File: src/rtl/mux_nto1_seq.sv
// mux_nto1_seq
//   N-to-1, WIDTH-bit registered data mux with break-before-make channel
//   switching. A select change arrives over a valid/ready handshake; the
//   output is held at IDLE_VAL (out_valid=0) for DEAD cycles plus one
//   reconnect cycle, so no mixed word ever reaches the downstream stage.
//
// Ports
//   clk        rising-edge clock
//   rst        asynchronous reset, active high
//   in         packed channels, channel k = in[k*WIDTH +: WIDTH]
//   sel_req    requested channel
//   sel_valid  request present
//   sel_ready  high only while passing data (request accepted on valid&&ready)
//   out        registered mux output
//   out_valid  out carries live channel data
//   cur_sel    currently connected channel
//   sel_err    one-cycle pulse after accepting an out-of-range request
//   switch_cnt (MUX_SWITCH_CNT_EN only) saturating count of completed switches
//
// Build option: define MUX_SWITCH_CNT_EN to add the switch_cnt port/counter.
module mux_nto1_seq #(
  parameter int                NUM_IN   = 4,
  parameter int                WIDTH    = 8,
  parameter int                DEAD     = 2,
  parameter logic [WIDTH-1:0]  IDLE_VAL = '0,
  localparam int               SW       = $clog2(NUM_IN)
) (
  input  logic                    clk,
  input  logic                    rst,
  input  logic [NUM_IN*WIDTH-1:0] in,
  input  logic [SW-1:0]           sel_req,
  input  logic                    sel_valid,
  output logic                    sel_ready,
  output logic [WIDTH-1:0]        out,
  output logic                    out_valid,
  output logic [SW-1:0]           cur_sel,
  output logic                    sel_err
`ifdef MUX_SWITCH_CNT_EN
  ,
  output logic [15:0]             switch_cnt
`endif
);

  localparam int CW = $clog2(DEAD + 1);

  typedef enum logic [1:0] {PASS, BREAK, MAKE} state_t;

  state_t                       state;
  logic [SW-1:0]                pending;
  logic [CW-1:0]                dcnt;
  logic [NUM_IN-1:0][WIDTH-1:0] ch;
  logic                         req_oob;
  logic                         accept;

  assign ch        = in;
  assign sel_ready = (state == PASS);
  assign accept    = sel_valid && sel_ready;
  // Compare at 32 bits so a power-of-two NUM_IN does not wrap the bound to 0.
  assign req_oob   = 32'(sel_req) >= NUM_IN;

  // ch is only ever indexed by cur_sel, which only takes range-checked values,
  // so an undefined or out-of-range sel_req can never reach the data path.
  always_ff @(posedge clk or posedge rst) begin
    if (rst) begin
      state     <= PASS;
      cur_sel   <= '0;
      pending   <= '0;
      dcnt      <= '0;
      out       <= IDLE_VAL;
      out_valid <= 1'b0;
      sel_err   <= 1'b0;
`ifdef MUX_SWITCH_CNT_EN
      switch_cnt <= '0;
`endif
    end else begin
      sel_err <= 1'b0;
      case (state)
        PASS: begin
          out       <= ch[cur_sel];
          out_valid <= 1'b1;
          if (accept) begin
            if (req_oob) begin
              sel_err <= 1'b1;
            end else if (sel_req != cur_sel) begin
              // Break on the accepting edge so the old channel never shows
              // again once the change has been committed.
              pending   <= sel_req;
              dcnt      <= '0;
              state     <= BREAK;
              out       <= IDLE_VAL;
              out_valid <= 1'b0;
            end
          end
        end
        BREAK: begin
          out       <= IDLE_VAL;
          out_valid <= 1'b0;
          if (dcnt == CW'(DEAD - 1)) begin
            cur_sel <= pending;
            state   <= MAKE;
`ifdef MUX_SWITCH_CNT_EN
            if (switch_cnt != 16'hFFFF) switch_cnt <= switch_cnt + 16'd1;
`endif
          end else begin
            dcnt <= dcnt + CW'(1);
          end
        end
        MAKE: begin
          out       <= ch[cur_sel];
          out_valid <= 1'b1;
          state     <= PASS;
        end
        default: begin
          state     <= PASS;
          out       <= IDLE_VAL;
          out_valid <= 1'b0;
        end
      endcase
    end
  end

endmodule

File: config.mk
export PLATFORM = sky130hd
export DESIGN_NAME = mux_nto1_seq
export DESIGN_NICKNAME = d
export VERILOG_FILES = /design/src/rtl/mux_nto1_seq.sv
export SDC_FILE = /design/constraint.sdc
export NUM_CORES = 1
export LEC_CHECK = 0
export CAP_MARGIN = 20
export CORE_UTILIZATION = 42
export DETAILED_ROUTE_END_ITERATION = 10
export PLACE_DENSITY = 0.84
export SKIP_CTS_REPAIR_TIMING = 1
export SYNTH_ARGS = -nofsm -noshare
export SYNTH_HDL_FRONTEND = slang
export SYNTH_SLANG_ARGS = --single-unit
File: constraint.sdc
create_clock -name clk -period 2.85 [get_ports clk]
set_input_delay 0.57 -clock clk [delete_from_list [all_inputs] [get_ports clk]]
set_output_delay 0.57 -clock clk [all_outputs]
set_load 0.1 [all_outputs]
==> key figures, run 1 <==
Pwr
  • Part of the power in registers: roughly 28%
  • Ratio of total power to cell area: 1240 mW/mm²
  • Worst voltage drop across the vdd grid: 0.775 mV
  • Switching power as a share of total power: 56.4%
  • Pwr Total: approximately 1.8 mW
  • Power spent charging and discharging nets: 1.01 mW
  • Pleak: 0.627 nW
  • Power share of the clock group: ~7.5%
  • Internal power summed over all cells: 781 µW
  • Part of the total power dissipated in combinational logic: 64.8%

Clock network
  • CTS tree: built
  • Depth of the CTS H-tree: 1
  • Total CTS buffers: 3
  • Clock latency on the worst-skew pair: 300 ps
  • Clock-pin transition on the worst setup and hold timing paths: around 110 ps
  • CTS Root Buffer Type: clkbuf_4
  • CTS Buffer Depth: 2
  • Total clock sinks: 17

Synth
  • Predominant post-synthesis flop cell: dfrtp_1
  • Post-synthesis share of cell area spent on and, or, nand and nor gates: 10.5%
  • Complex-gate fraction of the synthesized area: approximately 7.6%
  • Adder-cell area share of the yosys netlist: 1.29%
  • Cell accounting for the most synthesized area: dfrtp_1
  • Unique cell type count in the Yosys netlist: 28
  • Proportion of synthesized area in mux cells: 26.4%
  • Warning count from the yosys run: 0
  • Dominant combinational cell family by area after synthesis: multiplexers
  • Syn Inst Count: between 70 and 80
  • XOR/XNOR Fraction of Synth Area: around 3.7%
  • Most numerous cell in the Yosys netlist: dfrtp_1
  • Seq/Total Area, Yosys: 43.9%
  • Average instance area after synthesis: 13.6 µm²
  • Number of flops mapped to enable cells by yosys: 0
  • Number of nets produced by synthesis: 109
  • Post-synth design cell area: 968 µm²
  • Area share of the largest cell type after synthesis: 43.9%
  • FFs w/ async S/R, synth: between 90% and 100%
  • Area contributors post-synth: dfrtp_1 (44%), mux4_1 (22%), nor3b_1 (6.2%)
  • Most frequent cells after synthesis: dfrtp_1 (17), mux4_1 (8), nor3b_1 (8), inv_1 (6)
  • Synthesized flop and latch total: 17

Routing
  • Average wire per cell in the routed design: between 10 and 15 µm
  • Routed wire length: ~2000 µm
  • DRC marker count from the first detailed-route iteration: 5
  • Remaining design rule violation count: 0
  • Vias per cell: around 5.3
  • Vias after detailed routing: 769
  • Detailed Routing Iterations Pass 1: 3
  • Number of antenna-violating nets in the routed design: 0

Global routing
  • Initial antenna violation count: 0
  • Global-route wire length before repair: 3220 µm
  • Overall Global Routing Usage: 17.8%
  • Number of global-route vias before repair: 745
  • Largest net degree at the start of global routing: 19
  • Grt ovf: 0

Floorplan
  • Die X: 50.0 µm
  • Die Y: about 50 µm
  • Number of rows created at floorplan: 17
  • Initial cell density of the core: about 44%
  • Core footprint: 0.00219 mm²
  • Top-level port count: 50
  • Full die area: between 0.002 and 0.003 mm²

Hold path
  • Worst hold path stage count: 1
  • HP Class: reg -> reg

STA
  • Final-layout setup total negative slack: 0 ps
  • Rel. slew slack: 56.6%
  • Fmax achieved: 498 MHz
  • Final worst hold slack: 516 ps
  • Final setup vio count: 0
  • Tcrit/Tclk final: 70.5%
  • Unrepaired setup endpoints after global routing: false
  • Final setup skew: 13.1 ps
  • Slew at the pin with the worst max-slew slack: 650 ps
  • Final hold violations: 0
  • Final worst setup slack: around 840 ps
  • Max-slew violation count: 0
  • Time the worst path needs with I/O delays and setup: 2010 ps

Critical path
  • Crit path required time: 2280 ps
  • Crit path DAT: 1440 ps
  • Type of element capturing the critical path: output port
  • Worst setup SP type: flip-flop
  • Setup CP Type: reg -> out
  • Depth of the worst register-to-register path: 3
  • Crit-path max FO: 18
  • Worst R2R Setup Slack: 1070 ps

Final layout
  • Combined area of the multi-input logic cells: 483 µm²
  • Post-route insts no fill: 145
  • Area occupied by registers: 425 µm²
  • Synthesis-to-finish area growth: 49.1%
  • Number of nets in the finished design: between 150 and 200
  • Layout cell share with drive strength beyond 1: about 17%
  • Number of diodes added for antenna fixing: 0
  • Filler cells: ~160

Placed design
  • Final weighted congestion of routability-driven global placement: 0.790
  • Port buffer count: 48
  • Worst-case setup slack after placement: 665 ps
  • Detailed placer's ending HPWL: around 1600 µm
  • Placed Cells: 141

Run status
  • Outcome: finished, final reports clean

Run
  • Max-Cap Viols: 0
==> critical path, cell delays in order (launching register included) <==
cell and delay, ps:
dfrtp_1 590, nor2_1 220, buf_4 320
==> routing by layer <==
| layer | share of wire [%] | wire length, µm | GRT usage [%] | up-vias |
|---|---|---|---|---|
| met5 | 0 | 0 | 0 | - |
| met4 | 2.1 | 40 | 9.52 | 0 |
| met3 | 4.0 | 78 | 3.40 | 5 |
| met2 | 59 | 1150 | 36.0 | 26 |
| met1 | 35 | 680 | 15.8 | 376 |
| li1 | - | - | - | 362 |
==> cell type report <==
type | count | area share (%)
Sequential cell | 17 | 29.5
Timing Repair Buffer | 48 | 31.2
Tap cell | 28 | 2.43
Multi-Input combinational cell | 42 | 33.4
Inverter | 6 | 1.56
Clock inverter | 1 | 0.347
Clock buffer | 3 | 1.56
==> path summary, 6_finish.rpt <==
kind | to | startpoint
worst max-delay path | sel_ready | state[0]$_DFFE_PP0P_
worst min-delay path | pending[1]$_DFFE_PP0P_ | pending[1]$_DFFE_PP0P_
worst max register to register | pending[0]$_DFFE_PP0P_ | cur_sel[0]$_DFFE_PP0N_
worst min register to register | pending[1]$_DFFE_PP0P_ | pending[1]$_DFFE_PP0P_
max in group asynchronous | out[4]$_DFF_PP0_ | rst
min in group asynchronous | out_valid$_DFF_PP0_ | rst
==> cell families (layout without fill, tap and decap cells) <==
kind of cell | Yosys count | count (layout)
DFF | 17 | 17
and+or+nand+nor | 17 | 17
muxes | 12 | 12
buffers and inverters | 12 | 58
AOI/OAI and AO/OA | 9 | 9
xor gates and xnor gates | 2 | 2
adders and majority gates | 1 | 1
other | 1 | 1
==> power by group through the flow <==
stage / sequential (mW) / clock, mW / combinational, mW
after global routing: 0.523 / 0.142 / 1.21
after CTS: 0.504 / 0.139 / 1.17
final: 0.498 / 0.134 / 1.16
after global placement: 0.501 / 0 / 1.15
after detailed placement: 0.509 / 0 / 1.17
after floorplan: 0.921 / 0 / 0.518
==> flip-flops by register name, indices dropped and copies added, names as in the netlist <==
signal / flops
out: 8
state: 2
dcnt: 2
out_valid: 1
cur_sel: 2
pending: 2
==> through the flow <==
step,area (µm²),util [%]
after detailed placement,1420,64.6
after global placement,1420,64.6
final,1440,65.9
after floorplan,968,-
after global routing,1440,65.9
after CTS,1440,65.9
==> layout by cell type, fill, tap and decap left out, types with 3 or more instances in the layout <==
| cell | Yosys | layout |
|---|---|---|
| clkdlybuf4s50_1 | 0 | 36 |
| nor3b_1 | 8 | 8 |
| clkbuf_4 | 0 | 3 |
| nor2_1 | 3 | 3 |
| dfrtp_1 | 17 | 17 |
| inv_1 | 6 | 6 |
| mux4_1 | 8 | 8 |
| buf_4 | 2 | 12 |
Power figures use the tool's default switching activity.
==> run 2, diff against run 1 <==
- CORE_UTILIZATION: 42 -> 35
- PLACE_DENSITY: 0.84 -> 0.75
- clock period: 2.85 -> 1.65 ns (I/O delays scaled with it)
==> key figures, run 2 (same netlist as run 1, synthesis figures left out) <==
Routing
  • Remaining design rule violation count: 0
  • Routed wire length: 2130 µm
  • Average wire per cell in the routed design: between 10 and 15 µm
  • Vias after detailed routing: 810
  • Number of antenna-violating nets in the routed design: 0
  • Detailed Routing Iterations Pass 1: 4
  • Vias per cell: 5.16
  • DRC marker count from the first detailed-route iteration: 17

Final layout
  • Synthesis-to-finish area growth: 76.1%
  • Largest Register: out
  • Share of the core filled with cells in the final layout: 67.0%
  • Most used cells in the layout excluding fill and tap cells: clkdlybuf4s50_1 (36), dfrtp_1 (14), buf_12 (12)
  • Number of nets in the finished design: between 150 and 200
  • Most common cell after layout, fill and taps aside: clkdlybuf4s50_1
  • Filler cells: 172
  • Layout cell share with drive strength beyond 1: a little over a quarter
  • Number of flip-flops in the largest register: 8
  • Number of diodes added for antenna fixing: 0
  • Post-route insts no fill: 157

Placed design
  • Final weighted congestion of routability-driven global placement: slightly above 0.8
  • Placed Cells: 151
  • Port buffer count: 48
  • Detailed placer's ending HPWL: approximately 1800 µm
  • Worst-case setup slack after placement: -275 ps

Pwr
  • Worst voltage drop across the vdd grid: roughly 1.6 mV
  • Part of the power in registers: approximately 23%
  • Switching power as a share of total power: 49.9%
  • Power spent charging and discharging nets: approximately 1.9 mW
  • Pwr Total: 3.77 mW
  • Part of the total power dissipated in combinational logic: 71.4%
  • Ratio of total power to cell area: 2210 mW/mm²
  • Internal power summed over all cells: ~1.9 mW
  • Pleak: 0.721 nW
  • Power share of the clock group: 6.0%

Critical path
  • Setup CP Type: in -> reg
  • Total number of cells along the worst setup path: 4
  • Type of element capturing the critical path: flip-flop
  • Sum of buffers and inverters on the critical path: 1
  • Crit path required time: 1840 ps
  • Slowest CP cell: clkdlybuf4s50_1
  • Highest cell delay on the worst timing path: 500 ps
  • CP top delay family: buffers and inverters
  • Crit path DAT: around 1800 ps
  • Worst R2R Setup Slack: 110 ps
  • List of cells traversed by the critical path: clkdlybuf4s50_1 > xnor2_4 > a2111o_1 > mux2_1
  • Crit-path max FO: 2
  • Worst R2R Start: cur_sel[0]$_DFFE_PP0N_
  • Worst flop-to-flop path endpoint: pending[1]$_DFFE_PP0P_
  • Startpoint of the worst setup timing path: sel_req[1]
  • Depth of the worst register-to-register path: 3
  • Worst setup SP type: input pin

STA
  • Final-layout setup total negative slack: 0 ps
  • Max-slew violation count: 0
  • Fmax achieved: 628 MHz
  • Final hold violations: 0
  • Final setup vio count: 0
  • Final worst setup slack: 57.6 ps
  • Time the worst path needs with I/O delays and setup: 1590 ps
  • Unrepaired setup endpoints after global routing: false
  • Tcrit/Tclk final: 96.5%
  • Final setup skew: approximately 2.0 ps

Clock network
  • Clock-pin transition on the worst setup and hold timing paths: 90 ps
  • Depth of the CTS H-tree: 1
  • CTS Buffer Depth: 2
  • Total CTS buffers: 3
  • Clock latency on the worst-skew pair: 300 ps
  • Total clock sinks: 17
  • CTS Root Buffer Type: clkbuf_4
  • CTS tree: built

Global routing
  • Largest net degree at the start of global routing: 18
  • Grt ovf: 0
  • Number of global-route vias before repair: 856
  • Initial antenna violation count: 0
  • Global-route wire length before repair: 3650 µm
  • Overall Global Routing Usage: around 18%

Floorplan
  • Die Y: around 55 µm
  • Initial cell density of the core: 38.1%
  • Top-level port count: 50
  • Full die area: slightly below 0.003 mm²
  • Die X: 54.6 µm
  • Number of rows created at floorplan: 18
  • Core footprint: 0.00254 mm²

Run
  • Max-Cap Viols: 0

Hold path
  • HP Class: in -> async

Run status
  • Outcome: finished, final reports clean
## run 2: cell types whose count changed in the layout (fill, tap and decap cells not counted), sizes merged
cell	delta
buf	+10
clkbuf	+1
clkinv	-1
## run 2: worst max-delay path by stage
stage                                   endpoint  slack [ps]
after CTS                              sel_ready          -6
after detailed placement  pending[1]$_DFFE_PP0P_        -280
after global routing      pending[1]$_DFFE_PP0P_           4
final                     pending[1]$_DFFE_PP0P_          60
after global placement    pending[1]$_DFFE_PP0P_        -240
after floorplan           pending[0]$_DFFE_PP0P_        -150
## run 2: power by group through the flow
stage	registers, mW	logic [mW]	clock network, mW
after detailed placement	0.878	2.65	0
after CTS	0.870	2.65	0.231
after floorplan	1.62	0.965	0
after global routing	0.881	2.81	0.251
final	0.852	2.69	0.226
after global placement	0.867	2.62	0
## run 2: cell type report
class | instances | area (µm²) | area share, %
repair buffers | 58 | 676 | 39.6
multi-input cells | 42 | 509 | 29.9
flip-flops and latches | 17 | 434 | 25.5
well taps | 30 | 37.5 | 2.20
clock buffers | 4 | 26.3 | 1.54
inverters | 6 | 22.5 | 1.32
## run 2: layer usage
layer  share of wire [%]  vias to the layer above  global-route usage, %
li1                    -                      379                      -
met1                  38                      396                   20.6
met2                  56                       33                   32.1
met3                 6.0                        2                   4.44
met4                0.66                        0                   3.85
met5                   0                        -                      0
## run 2: worst register-to-register path, stage by stage (launching register included)
cell and delay, ps:
dfrtp_4 550, xnor2_4 170, a2111o_1 400, mux2_1 320
## run 2: stage by stage
step | instance area (µm²) | hold WS, ps
global placement | 1660 | 479
global route | 1710 | 375
CTS | 1690 | 338
detailed placement | 1660 | 477
floorplan | 1010 | 256
finish | 1710 | 327
==> run 3, diff against run 2 <==
- ABC_AREA: unset -> 1
- CORE_UTILIZATION: 35 -> 36
==> key figures, run 3 <==
STA
  • Max-slew violation count: 0
  • Time the worst path needs with I/O delays and setup: 1550 ps
  • Final worst setup slack: 103 ps
  • Unrepaired setup endpoints after global routing: false
  • Tcrit/Tclk final: 93.7%
  • Final setup vio count: 0
  • Final-layout setup total negative slack: 0 ps
  • Final worst hold slack: 343 ps
  • Fmax achieved: between 600 and 700 MHz
  • Final setup skew: around 2.5 ps
  • Final hold violations: 0

Run
  • Max-Cap Viols: 0

Clock network
  • Clock latency on the worst-skew pair: 290 ps
  • Clock-pin transition on the worst setup and hold timing paths: around 100 ps
  • CTS tree: built
  • Depth of the CTS H-tree: 1
  • CTS Buffer Depth: 2
  • Total clock sinks: 17
  • CTS Root Buffer Type: clkbuf_4
  • Total CTS buffers: 3

Routing
  • Number of antenna-violating nets in the routed design: 0
  • Average wire per cell in the routed design: 11.5 µm
  • Remaining design rule violation count: 0
  • DRC marker count from the first detailed-route iteration: 20
  • Vias after detailed routing: 1027
  • Detailed Routing Iterations Pass 1: 4
  • Routed wire length: 2520 µm
  • Vias per cell: roughly 4.7

Synth
  • Predominant post-synthesis flop cell: dfrtp_1
  • Area share of the largest cell type after synthesis: 40.8%
  • Syn Inst Count: 140
  • Area contributors post-synth: dfrtp_1 (41%), nand2_1 (15%), inv_1 (6.8%)
  • Number of flops mapped to enable cells by yosys: 0
  • Most frequent cells after synthesis: nand2_1 (43), inv_1 (19), dfrtp_1 (17), o21ai_1 (10)
  • Cell accounting for the most synthesized area: dfrtp_1
  • Warning count from the yosys run: 0
  • Synthesized flop and latch total: 17
  • Unique cell type count in the Yosys netlist: 21
  • Most numerous cell in the Yosys netlist: nand2_1
  • FFs w/ async S/R, synth: 100%
  • Number of nets produced by synthesis: 178
  • Seq/Total Area, Yosys: about two fifths
  • Average instance area after synthesis: 7.45 µm²
  • Post-synth design cell area: 0.00104 mm²

Placed design
  • Detailed placer's ending HPWL: 1990 µm
  • Port buffer count: 48
  • Worst-case setup slack after placement: 211 ps
  • Final weighted congestion of routability-driven global placement: 0.752
  • Placed Cells: approximately 220

Final layout
  • Layout cell share with drive strength beyond 1: a little over a fifth
  • Number of nets in the finished design: 227
  • Number of flip-flops in the largest register: 8
  • Number of diodes added for antenna fixing: 0
  • Most used cells in the layout excluding fill and tap cells: nand2_1 (43), clkdlybuf4s50_1 (36), inv_1 (19)
  • Post-route insts no fill: 219
  • Synthesis-to-finish area growth: 59.5%
  • Most common cell after layout, fill and taps aside: nand2_1
  • Largest Register: out

Pwr
  • Pleak: 0.821 nW
  • Ratio of total power to cell area: just under 2000 mW/mm²
  • Worst voltage drop across the vdd grid: 1.60 mV

Floorplan
  • Initial cell density of the core: 37.8%
  • Die X: 55.8 µm
  • Die Y: 55.8 µm
  • Full die area: between 0.003 and 0.004 mm²
  • Number of rows created at floorplan: 19
  • Core footprint: 0.00276 mm²
  • Top-level port count: 50

Run status
  • Outcome: finished, final reports clean

Critical path
  • Crit-path max FO: 3
  • Highest cell delay on the worst timing path: between 400 and 500 ps
  • Depth of the worst register-to-register path: 7
  • Slowest CP cell: dfrtp_1
  • List of cells traversed by the critical path: inv_2 > nand2_1 > inv_1 > buf_12
  • Crit path required time: about 1300 ps
  • Worst flop-to-flop path endpoint: out_valid$_DFF_PP0_
  • Sum of buffers and inverters on the critical path: 3
  • Type of element capturing the critical path: output port
  • Crit path DAT: 1220 ps
  • Worst R2R Setup Slack: ~340 ps
  • Worst R2R Start: cur_sel[0]$_DFFE_PP0N_
  • CP top delay family: flip-flops
  • Worst setup SP type: flip-flop
  • Setup CP Type: reg -> out

Global routing
  • Number of global-route vias before repair: 952
  • Initial antenna violation count: 0
  • Overall Global Routing Usage: 17.4%
  • Global-route wire length before repair: 4210 µm
  • Grt ovf: 0
  • Largest net degree at the start of global routing: 20

Hold path
  • HP Class: in -> async
## run 3: cell type report
| type | instances | area [µm²] |
|---|---|---|
| Tap cell | 31 | 38.8 |
| Sequential cell | 17 | 428 |
| Multi-Input combinational cell | 95 | 463 |
| Timing Repair Buffer | 49 | 608 |
| Clock buffer | 3 | 22.5 |
| Clock inverter | 1 | 5.00 |
| Inverter | 23 | 98.8 |
| Fill cell | 247 | 1090 |
## run 3: where the power goes
part / internal (mW) / switching [mW] / leakage [nW]
logic: 0.797 / 1.46 / 0.588
registers: 0.587 / 0.219 / 0.216
clock network: 0.0903 / 0.133 / 0.0177
total: 1.47 / 1.81 / 0.821
## run 3: cells by family after synthesis
family | count (synthesis) | share of synthesized area (%)
fa+ha+maj | 1 | 1.20
other cells | 1 | 0.359
buf+inv | 28 | 14.9
compound gates | 20 | 9.95
simple gates | 73 | 32.9
flops | 17 | 40.8
## run 3: stage by stage
step | utilization (%) | power [mW] | cell area [µm²]
after CTS | 60.3 | 3.31 | 1660
after global placement | 59.3 | 3.03 | 1640
final | 60.3 | 3.29 | 1660
after detailed placement | 59.3 | 3.08 | 1640
after global routing | 60.3 | 3.48 | 1660
after floorplan | - | 2.37 | 1050
## run 3: how the worst max path moves through the flow
stage / startpoint / endpoint / slack (ps) / cells past startpoint
4_1_cts: state[0]$_DFFE_PP0P_ / sel_ready / 100 / 4
5_1_grt: state[0]$_DFFE_PP0P_ / sel_ready / 30 / 4
6_report: state[0]$_DFFE_PP0P_ / sel_ready / 100 / 4
2_1_floorplan: state[0]$_DFFE_PP0P_ / sel_ready / 150 / 3
3_3_place_gp: sel_req[0] / out_valid$_DFF_PP0_ / 240 / 8
3_5_place_dp: sel_req[0] / out_valid$_DFF_PP0_ / 210 / 8
## run 3: worst min-delay path, delay by kind of cell
kind,cells,cell delay [ps]
buffers and inverters,3,690
## run 3: per-layer routing
layer / vias to the layer above / share of wire (%) / track usage (%)
li1: 514 / - / -
met1: 473 / 45 / 21.5
met2: 36 / 48 / 30.1
met3: 4 / 5.4 / 3.72
met4: 0 / 1.3 / 6.27
met5: - / 0 / 0
